## config.mk

```make
export PLATFORM = sky130hd
export DESIGN_NAME = pwm_deadtime_ip
export DESIGN_NICKNAME = d
export VERILOG_FILES = /design/src/rtl/pwm_pkg.sv /design/src/rtl/pwm_dt_shadow.sv /design/src/rtl/pwm_deadtime_ip.sv
export SDC_FILE = /design/constraint.sdc
export NUM_CORES = 1
export LEC_CHECK = 0
export CORE_MARGIN = 8
export CORE_UTILIZATION = 52
export DETAILED_ROUTE_END_ITERATION = 10
export PLACE_DENSITY_LB_ADDON = 0.1
export RECOVER_POWER = 25
export SLEW_MARGIN = 25
export SYNTH_ARGS = -nofsm -noshare
export SYNTH_HDL_FRONTEND = slang
export SYNTH_HIERARCHICAL = 1
export SYNTH_SLANG_ARGS = --single-unit
```

## constraint.sdc

```tcl
create_clock -name clk -period 3.86 [get_ports clk]
set_clock_uncertainty 0.2 [all_clocks]
set_input_delay 0.965 -clock clk [delete_from_list [all_inputs] [get_ports clk]]
set_output_delay 0.965 -clock clk [all_outputs]
set_load 0.01 [all_outputs]
```

## src/rtl/pwm_pkg.sv

```systemverilog
// Shared types and constants for the PWM core / dead-time stages.
package pwm_pkg;

  // Counter width used by pwm_core_ip for its period counter.
  localparam int unsigned CNT_WIDTH = 16;

  // Dead-time count width and reset dead time for pwm_deadtime_ip.
  localparam int unsigned DT_WIDTH_DEFAULT = 8;
  localparam int unsigned DEADTIME_DEFAULT = 2;

  // Gate sequencing states: both off, low on, low->high gap, high on, high->low gap.
  typedef enum logic [2:0] {
    DT_IDLE    = 3'd0,
    DT_L_ON    = 3'd1,
    DT_DEAD_LH = 3'd2,
    DT_H_ON    = 3'd3,
    DT_DEAD_HL = 3'd4
  } dt_state_t;

endpackage : pwm_pkg

```

## src/rtl/pwm_dt_shadow.sv

```systemverilog
// Shadow register for the dead time; clamps 0 to 1 so the gates never switch on one edge.
module pwm_dt_shadow
  import pwm_pkg::*;
#(
  parameter int unsigned DT_WIDTH                = DT_WIDTH_DEFAULT,
  parameter int unsigned DEFAULT_DEADTIME_CYCLES = DEADTIME_DEFAULT
) (
  input  logic                clk,
  input  logic                rst,
  input  logic                load_en,
  input  logic [DT_WIDTH-1:0] dt_req,
  output logic [DT_WIDTH-1:0] dt_active
);

  logic [DT_WIDTH-1:0] dt_eff_c;
  logic [DT_WIDTH-1:0] dt_active_d;
  logic [DT_WIDTH-1:0] dt_active_q;

  // Clamp request and pick next shadow value.
  always_comb begin
    dt_eff_c    = (dt_req == '0) ? DT_WIDTH'(1) : dt_req;
    dt_active_d = dt_active_q;
    if (load_en) begin
      dt_active_d = dt_eff_c;
    end
  end

  // Shadow register.
  always_ff @(posedge clk or posedge rst) begin
    if (rst) begin
      dt_active_q <= DT_WIDTH'(DEFAULT_DEADTIME_CYCLES);
    end else begin
      dt_active_q <= dt_active_d;
    end
  end

  assign dt_active = dt_active_q;

endmodule : pwm_dt_shadow

```

## src/rtl/pwm_deadtime_ip.sv

```systemverilog
// Complementary gate generator with break-before-make dead time after pwm_core_ip.
module pwm_deadtime_ip
  import pwm_pkg::*;
#(
  parameter int unsigned DT_WIDTH                = DT_WIDTH_DEFAULT,
  parameter int unsigned DEFAULT_DEADTIME_CYCLES = DEADTIME_DEFAULT
) (
  input  logic                clk,
  input  logic                rst,
  input  logic                enable,
  input  logic                pwm_raw,
  input  logic                period_end,
  input  logic [DT_WIDTH-1:0] deadtime_cycles_i,
  output logic                pwm_h,
  output logic                pwm_l,
  output logic                in_deadtime,
  output logic [DT_WIDTH-1:0] dt_active,
  output logic                short_pulse
);

  dt_state_t           state_q, state_d;
  logic [DT_WIDTH-1:0] cnt_q, cnt_d;
  logic                pwm_h_q, pwm_h_d;
  logic                pwm_l_q, pwm_l_d;
  logic                in_dt_q, in_dt_d;
  logic                short_q, short_d;
  logic                shadow_load_c;

  // Shadow reloads at enabled period boundaries and continuously while idle.
  assign shadow_load_c = (period_end & enable) | (state_q == DT_IDLE);

  pwm_dt_shadow #(
    .DT_WIDTH                (DT_WIDTH),
    .DEFAULT_DEADTIME_CYCLES (DEFAULT_DEADTIME_CYCLES)
  ) u_shadow (
    .clk       (clk),
    .rst       (rst),
    .load_en   (shadow_load_c),
    .dt_req    (deadtime_cycles_i),
    .dt_active (dt_active)
  );

  // Next state, dead-time counter and output decode from the next state.
  always_comb begin
    state_d = state_q;
    cnt_d   = cnt_q;
    short_d = 1'b0;
    if (!enable) begin
      state_d = DT_IDLE;
      cnt_d   = '0;
    end else begin
      unique case (state_q)
        DT_IDLE: begin
          state_d = pwm_raw ? DT_H_ON : DT_L_ON;
        end
        DT_L_ON: begin
          if (pwm_raw) begin
            state_d = DT_DEAD_LH;
            cnt_d   = dt_active - DT_WIDTH'(1);
          end
        end
        DT_DEAD_LH: begin
          if (!pwm_raw) begin
            state_d = DT_L_ON;
            short_d = 1'b1;
          end else if (cnt_q == '0) begin
            state_d = DT_H_ON;
          end else begin
            cnt_d = cnt_q - DT_WIDTH'(1);
          end
        end
        DT_H_ON: begin
          if (!pwm_raw) begin
            state_d = DT_DEAD_HL;
            cnt_d   = dt_active - DT_WIDTH'(1);
          end
        end
        DT_DEAD_HL: begin
          if (pwm_raw) begin
            state_d = DT_H_ON;
            short_d = 1'b1;
          end else if (cnt_q == '0) begin
            state_d = DT_L_ON;
          end else begin
            cnt_d = cnt_q - DT_WIDTH'(1);
          end
        end
        default: begin
          state_d = DT_IDLE;
          cnt_d   = '0;
        end
      endcase
    end
    pwm_l_d = (state_d == DT_L_ON);
    pwm_h_d = (state_d == DT_H_ON);
    in_dt_d = (state_d == DT_DEAD_LH) || (state_d == DT_DEAD_HL);
  end

  // State, counter and registered outputs.
  always_ff @(posedge clk or posedge rst) begin
    if (rst) begin
      state_q <= DT_IDLE;
      cnt_q   <= '0;
      pwm_h_q <= 1'b0;
      pwm_l_q <= 1'b0;
      in_dt_q <= 1'b0;
      short_q <= 1'b0;
    end else begin
      state_q <= state_d;
      cnt_q   <= cnt_d;
      pwm_h_q <= pwm_h_d;
      pwm_l_q <= pwm_l_d;
      in_dt_q <= in_dt_d;
      short_q <= short_d;
    end
  end

  assign pwm_h       = pwm_h_q;
  assign pwm_l       = pwm_l_q;
  assign in_deadtime = in_dt_q;
  assign short_pulse = short_q;

  // Shoot-through guard: both gates must never be on together.
  a_no_overlap: assert property (@(posedge clk) disable iff (rst) !(pwm_h_q && pwm_l_q));

endmodule : pwm_deadtime_ip

```

== Yosys cells after proc, flatten, opt, wreduce, memory -nomap -nowiden ==
Cells that the tools add are included.

* Bits in registers: 23
* Input bits: 13
* Output and inout port bits: 12

* $add $sub $neg: 2
* Equality and inequality tests: 13
* Multiplexer cells: 21
* Bitwise logic cells: 2
* Reduce and logical (&&, ||, !) cells: 5

{| class="wikitable"
|+ Operator list
! kind !! count
|-
| $mux 8 || 7
|-
| $pmux 8 s5 || 1
|-
| $mux 3 || 7
|-
| $logic_not 8->1 || 2
|-
| $sub 8x1->8 const B || 2
|-
| $pmux 3 s5 || 1
|-
| $eq 3x2->1 const B || 4
|-
| $ne 3x3->1 const B || 4
|-
| $eq 3x1->1 const B || 2
|-
| $eq 3x3->1 const B || 2
|-
| $reduce_and 5->1 || 1
|-
| $logic_not 3->1 || 1
|-
| $mux 1 || 3
|-
| $mux 2 || 1
|-
| $ne 2x2->1 const B || 1
|-
| $pmux 1 s2 || 1
|-
| $and 1x1->1 || 1
|-
| $logic_or 1x1->1 || 1
|-
| $or 1x1->1 || 1
|}

== Logic depth before layout (Yosys ltp) ==
Gate-level depths: netlist of run 1.

* Word-level depth: 7
* Gate-level depth with buffers: 10
* Gate-level depth less buffers: 9

== Cells and area by module ==
The synthesis of run 1 kept the hierarchy.

{| class="wikitable"
|+ By module, submodules not included
! module !! times used !! cells an instance !! area each (µm²) !! seq. area each (µm²)
|-
| pwm_deadtime_ip || 1 || 122 || 1077.3 || 375.4
|-
| pwm_dt_shadow || 1 || 21 || 327.8 || 201.4
|}

== Worst setup path after synthesis of run 1 ==
Ideal clock, no wire load.

* Path type: register -> register
* From: reg state_q[0]
* To: reg cnt_q[6]
* Arrival: 2.444 ns
* Data required time: 3.525 ns
* Path slack: 1.081 ns
* Cell stages (with the launch flop): 11
* Buffers on the path: 2
* Cell sequence: dfrtp_1 buf_2 nor2_2 clkbuf_1 mux2i_1 ha_1 nand2b_1 nor4_1 mux2_2 o21ai_0 o2bb2ai_1

* Cells in the longest elaborated chain, start to end: 3

{| class="wikitable"
|+ RTL lines
! what !! line !! source
|-
| start: declaration || pwm_deadtime_ip.sv:21 || <nowiki>dt_state_t state_q, state_d;</nowiki>
|-
| start signal: assignment || pwm_deadtime_ip.sv:109 || <nowiki>state_q <= state_d;</nowiki>
|-
| $eq 3x2->1 (tied with other cells) || pwm_deadtime_ip.sv:52 || <nowiki>unique case (state_q)</nowiki>
|-
| $ne 3x3->1 (no line) (tied with other cells) || -- ||
|-
| $reduce_and 5->1 (no line) or $mux 8 (tied branches) || -- ||
|-
| end signal: assignment || pwm_deadtime_ip.sv:110 || <nowiki>cnt_q <= cnt_d;</nowiki>
|-
| end: declaration || pwm_deadtime_ip.sv:22 || <nowiki>logic [DT_WIDTH-1:0] cnt_q, cnt_d;</nowiki>
|}

Several ways; a longest one is shown, not always the timed one.
A chain may end at the register's enable or synchronous reset.

== Final worst setup path of run 1 ==
* From: reg state_q[1]
* To: reg cnt_q[6]

Same word-level chain as after synthesis.

==> run summary, run 1 <==
Tcrit/Tclk final: 0.7728
CP cell instances: xnor2_1 > nor2_2 > mux2i_1 > ha_1 > nand2b_1 > nor4_1 > mux2_2 > o21ai_0 > o2bb2ai_1
Power density over the cells: 380.4 mW/mm²
Synth Flop Type: dfrtp_1
Final setup violation count: 0
GPL Wtd Cong: 0.8851
MaxCap Viol Count: 0
Vias in the first global route: 1054
Routed wire per std cell: 15.56 µm
Synth cell types: 43
Die width: 67.98 µm
Die Height: 67.98 µm
Share of cells above drive strength 1: 0.1377
Clock period minus worst slack: 2983 ps
CTS root buf: clkbuf_4
CTS max path bufs: 2
Postcts setup bufs: 0
Area grow syn2layout: 20.39%
Worst slew pin tran: 742.9 ps
Top Ports: 25
Full die area: 0.004621 mm²
Fmax: 335.2 MHz
Leak: 0.6979 nW
Leading area contributor after synthesis: dfrtp_1
Post-CTS Resized: 0
Vias per cell: 5.960
GRT Overall Usage: 0.1400
Hold Vio Cnt, Final: 0
Routed wire length: 3081 µm
Largest net degree at the start of global routing: 16
Port-buffer cells: 24
Worst rel slew slack: 0.5005
CTS Buf Count: 3
Clock slew at reported path FFs: 130 ps
Max-slew violation count: 0
Worst setup SP type: flip-flop
Minimum hold slack: 355.8 ps
Initial antenna violation count: 0
Cts-stage hold buffer count: 0
Syn_area_per_cell: 9.826 µm²
Place WS: 729.3 ps
Sequential area share after synthesis: 0.4105
Top cell type's share of synthesized area: 0.3918
Number of cells on the worst hold path: 1
Fin worst setup slack: 877.1 ps
GRT overflow: 0
Skew-Pair Late Insertion Delay: 310 ps
Slowest stage delay, CP: 540 ps
Nets: 182
CTS tree: built
Crit Path Max Fanout: 13
First-pass GRT wire length: 5037 µm
Fraction of registers with async set or reset after synthesis: 1.000
Outcome: finished, final reports clean
Crit Path Class: flip-flop to flip-flop
Final ANT Viol Nets: 0
Post-synth EDFFs: 0
R2R cell count: 9
Synthesized flop and latch total: 23
Total iterations of the first detailed-routing run: 4
DRT iter0 DRCs: 71
CP endpoint kind: flip-flop
Most frequent cells after synthesis: dfrtp_1 (22), mux2_2 (11), nor2_1 (11)
Count leader, synth: dfrtp_1
Rows: 19
Core ar.: 0.002663 mm²
Slowest-stage cell, CP: dfrtp_1
Filler cell count: 232
Synth warnings: 6
Hpwl dp: 2436 µm
Main area contributors after synthesis: dfrtp_1 (39%), mux2_2 (8.8%), mux2i_1 (3.6%)
HP Class: flip-flop to flip-flop
H-tree level count: 1
Cells after synthesis: 143
Post-layout util: 0.6353
Unrepaired setup endpoints after global routing: no
Mapped Area: 0.001405 mm²
Via count: 1180
DR DRC count: 0
Syn Nets: 157
# diodes: 0
Clk sinks: 23
Fin Setup TNS: 0 ps
VDD IR max: 0.2692 mV
Worst Path Required: 3850 ps
CP arrival: 2970 ps
Initial Util: 0.5277
cell usage in the layout (no fill, tap or decap), types with 4 or more instances in the layout:
| cell | instances |
|---|---|
| dfrtp_1 | 22 |
| nor3_1 | 10 |
| mux2i_1 | 5 |
| o2bb2ai_1 | 4 |
| nor2_1 | 11 |
| nand2_1 | 6 |
| mux2_2 | 11 |
| clkdlybuf4s50_1 | 23 |
| xnor2_1 | 5 |
| o21ai_0 | 8 |
| inv_1 | 6 |
| nor4_1 | 6 |
| nand2b_1 | 4 |
metrics by stage:
stage / area (µm²) / instances / power [mW]
after global routing: 1692 / 198 / 0.6889
after global placement: 1664 / 194 / 0.5349
after CTS: 1692 / 198 / 0.6490
after detailed placement: 1664 / 194 / 0.5355
final: 1692 / 198 / 0.6435
after floorplan: 1405 / 143 / 0.4559
critical path: cells and delay by family, from the launching register on:
kind / cells / cell delay, ps
compound gates: 2 / 220
xor+xnor: 1 / 480
fa+ha+maj: 1 / 340
flops: 1 / 540
mux: 2 / 470
simple gates: 3 / 600
layout make-up:
cell class / instances / area, µm² / area share
clock buffers: 3 / 22.52 / 0.01331
clock inverters: 1 / 5.005 / 0.002959
inverters: 6 / 22.52 / 0.01331
multi-input cells: 108 / 770.7 / 0.4556
flip-flops and latches: 23 / 576.8 / 0.3410
well taps: 31 / 38.79 / 0.02293
repair buffers: 26 / 255.2 / 0.1509
sequential cells by signal, indices dropped and copies added (netlist names):
register and count:
cnt_q 8, short_pulse 1, pwm_l 1, pwm_h 1
u_shadow/dt_active 8, state_q 3, in_deadtime 1
layer usage:
layer  track usage  vias to the layer above  wire, µm
met5             0                        -         0
met4       0.04604                        0        23
met3       0.03764                        2       212
met2        0.2122                       34      1351
met1        0.1885                      562      1494
li1              -                      582         -
where the power goes:
group	internal, mW	total [mW]	switching (mW)
registers	0.268	0.307	0.0397
clock network	0.0386	0.112	0.0731
logic	0.116	0.224	0.108
path summary, 6_finish.rpt:
kind                            slack, ps                     to       start
min in group asynchronous             830  u_shadow/dt_active[5]         rst
worst min register to register        360               cnt_q[7]    cnt_q[7]
worst max-delay path                  880               cnt_q[6]  state_q[1]
worst max register to register        880               cnt_q[6]  state_q[1]
worst min-delay path                  360               cnt_q[7]    cnt_q[7]
max in group asynchronous            2120               cnt_q[7]         rst
cell families after synthesis:
kind of cell	synth area share
AO/OA/AOI/OAI	0.1496
XOR/XNOR	0.04363
adder cells (fa/ha/maj)	0.008903
buffers and inverters	0.04096
flip-flops	0.4105
multiplexers	0.1238
AND/OR/NAND/NOR	0.2226
Power figures use the tool's default switching activity.
==> run 2, diff against run 1 <==
CORE_UTILIZATION = 47   (was 52)
clock period = 2.5 ns   (was 3.86 ns; I/O delays follow)
==> run summary, run 2 (synthesized netlist as in run 1, its figures left out) <==
Die Height: 70.68 µm (+4.0%)
CTS tree: built
H-tree level count: 1 (unchanged)
Worst Path Required: 2510 ps (-1340 ps)
CP endpoint kind: flip-flop
Worst setup SP type: primary input
Flop pwr share: 0.450 (-0.028)
GRT Overall Usage: 0.1493 (+0.009289)
Most common cell after layout, fill and taps aside: clkdlybuf4s50_1
Skew-Pair Late Insertion Delay: 310 ps (about the same)
R2R cell count: 9 (unchanged)
Commonest cells after routing, fill and taps aside: clkdlybuf4s50_1 (22), dfrtp_1 (20), buf_4 (16), nor2_1 (11), mux2_2 (11)
Worst slew pin tran: 612.5 ps (-130.4 ps)
Reg2reg setup slack: 190 ps (-690 ps)
Clock slew at reported path FFs: 120 ps (about the same)
# diodes: 0 (unchanged)
Outcome: finished, final reports clean
Top Ports: 25 (unchanged)
DRT iter0 DRCs: 66 (-7.0%)
Total iterations of the first detailed-routing run: 4 (unchanged)
Finished Cell Area: 0.001848 mm² (+9.2%)
HP Class: flip-flop to flip-flop
Critical hold path startpoint: cnt_q[7]
Routed wire length: 3470 µm (+13%)
Tcrit/Tclk final: 0.9534
Combinational Power Share: 0.383 (+0.034)
Number of cells on the worst hold path: 1 (unchanged)
Final ANT Viol Nets: 0 (unchanged)
Switching share of power: 0.3452 (+0.001366)
Hpwl dp: 2723 µm (+12%)
Port-buffer cells: 24 (unchanged)
Crit Path Class: primary input to flip-flop
Finished Layout Cells: 214 (+8.1%)
Initial Util: 0.4758 (-0.05188)
GPL Wtd Cong: 0.9602 (+8.5%)
CTS max path bufs: 2 (unchanged)
Crit path launch: pwm_raw
Fin Setup TNS: 0 ps (unchanged)
DP Area: 0.001785 mm² (+7.3%)
First-pass GRT wire length: 6078 µm (+21%)
Power Internal: 0.6853 mW (+62%)
Vias in the first global route: 1323 (+26%)
Unrepaired setup endpoints after global routing: no
Nets: 196 (+7.7%)
Worst rel slew slack: 0.5912 (+0.09073)
Max-slew violation count: 0 (unchanged)
GRT overflow: 0 (unchanged)
Cts-stage hold buffer count: 0 (unchanged)
Clk sinks: 23 (unchanged)
Core ar.: 0.002953 mm² (+11%)
Sw Pwr: 0.3613 mW (+63%)
Die width: 70.68 µm (+4.0%)
Hold Vio Cnt, Final: 0 (unchanged)
Filler cell count: 254 (+9.5%)
Share of cells above drive strength 1: 0.2431 (+0.1054)
Placed cells: 209 (+7.7%)
Crit Path Max Fanout: 5 (-8)
Full die area: 0.004995 mm² (+8.1%)
Power density over the cells: 566.3 mW/mm² (+49%)
Initial antenna violation count: 0 (unchanged)
Via count: 1275 (+8.1%)
Reg2reg end: cnt_q[6]
Vias per cell: 5.958 (about the same)
Rows: 20 (+1)
Final setup violation count: 0 (unchanged)
MaxCap Viol Count: 0 (unchanged)
CP arrival: 2390 ps (-580 ps)
Worst Hold End: cnt_q[7]
Largest net degree at the start of global routing: 16 (unchanged)
Routed wire per std cell: 16.21 µm (+4.2%)
Area grow syn2layout: 31.52%
CTS Buf Count: 3 (unchanged)
Clock power frac: 0.167 (-0.007)
Worst reg2reg path startpoint: state_q[1]
CTS root buf: clkbuf_4
VDD IR max: 0.2606 mV (-3.2%)
Leak: 0.7706 nW (+10%)
Fmax: 419.5 MHz
DR DRC count: 0 (unchanged)
Clock period minus worst slack: 2384 ps
==> run 2: metrics by stage <==
stage / utilization / setup slack, ps / total power [mW] / hold slack, ps
after floorplan: - / 28.49 / 0.7098 / 239.9
after global placement: 0.6047 / -12.08 / 0.8585 / 315.5
after detailed placement: 0.6047 / -86.05 / 0.8648 / 310.2
after CTS: 0.6136 / 99.65 / 1.039 / 339.6
after global routing: 0.6258 / 19.12 / 1.115 / 377.8
final: 0.6258 / 116.5 / 1.047 / 344.6
==> run 2: how the worst max path moves through the flow <==
stage	to	slack (ps)	depth (start not counted)
after floorplan	cnt_q[6]	30	10
after global placement	cnt_q[4]	-10	7
after detailed placement	cnt_q[6]	-90	7
after CTS	cnt_q[6]	100	9
after global routing	cnt_q[4]	20	9
final	cnt_q[5]	120	7
==> run 2: layout make-up <==
| cell class | count | area (µm²) | area share |
|---|---|---|---|
| timing repair buffer | 40 | 360.3 | 0.1950 |
| sequential | 23 | 579.3 | 0.3135 |
| clock buffer | 4 | 26.28 | 0.01422 |
| multi-input combinational | 108 | 818.3 | 0.4428 |
| inverter | 6 | 22.52 | 0.01219 |
| tap | 33 | 41.29 | 0.02234 |
==> run 2: what timing repair did <==
action,4_1_cts,5_1_grt
buffers inserted,0,1
endpoints found under the setup margin,0,2
resized for setup,0,6
==> run 2: worst max-delay path: stages <==
cell and delay, ps:
dlygate4sd3_1 600, buf_4 160, xnor2_1 180, o2bb2ai_1 110, o21ai_1 300, nor4_1 110, a221o_2 300
==> run 2: power by group through the flow <==
stage	sequential (mW)	combinational (mW)	clock (mW)
CTS	0.469	0.390	0.180
detailed placement	0.476	0.388	0
global placement	0.474	0.384	0
global route	0.479	0.443	0.194
floorplan	0.474	0.235	0
finish	0.471	0.401	0.175
==> run 2: per-layer routing <==
metal  vias up  wire length (µm)  track usage
met2        44              1658       0.2423
met5         -                 0            0
met4         0                50      0.06697
li1        610                 -            -
met1       615              1542       0.1810
met3         6               219      0.03814
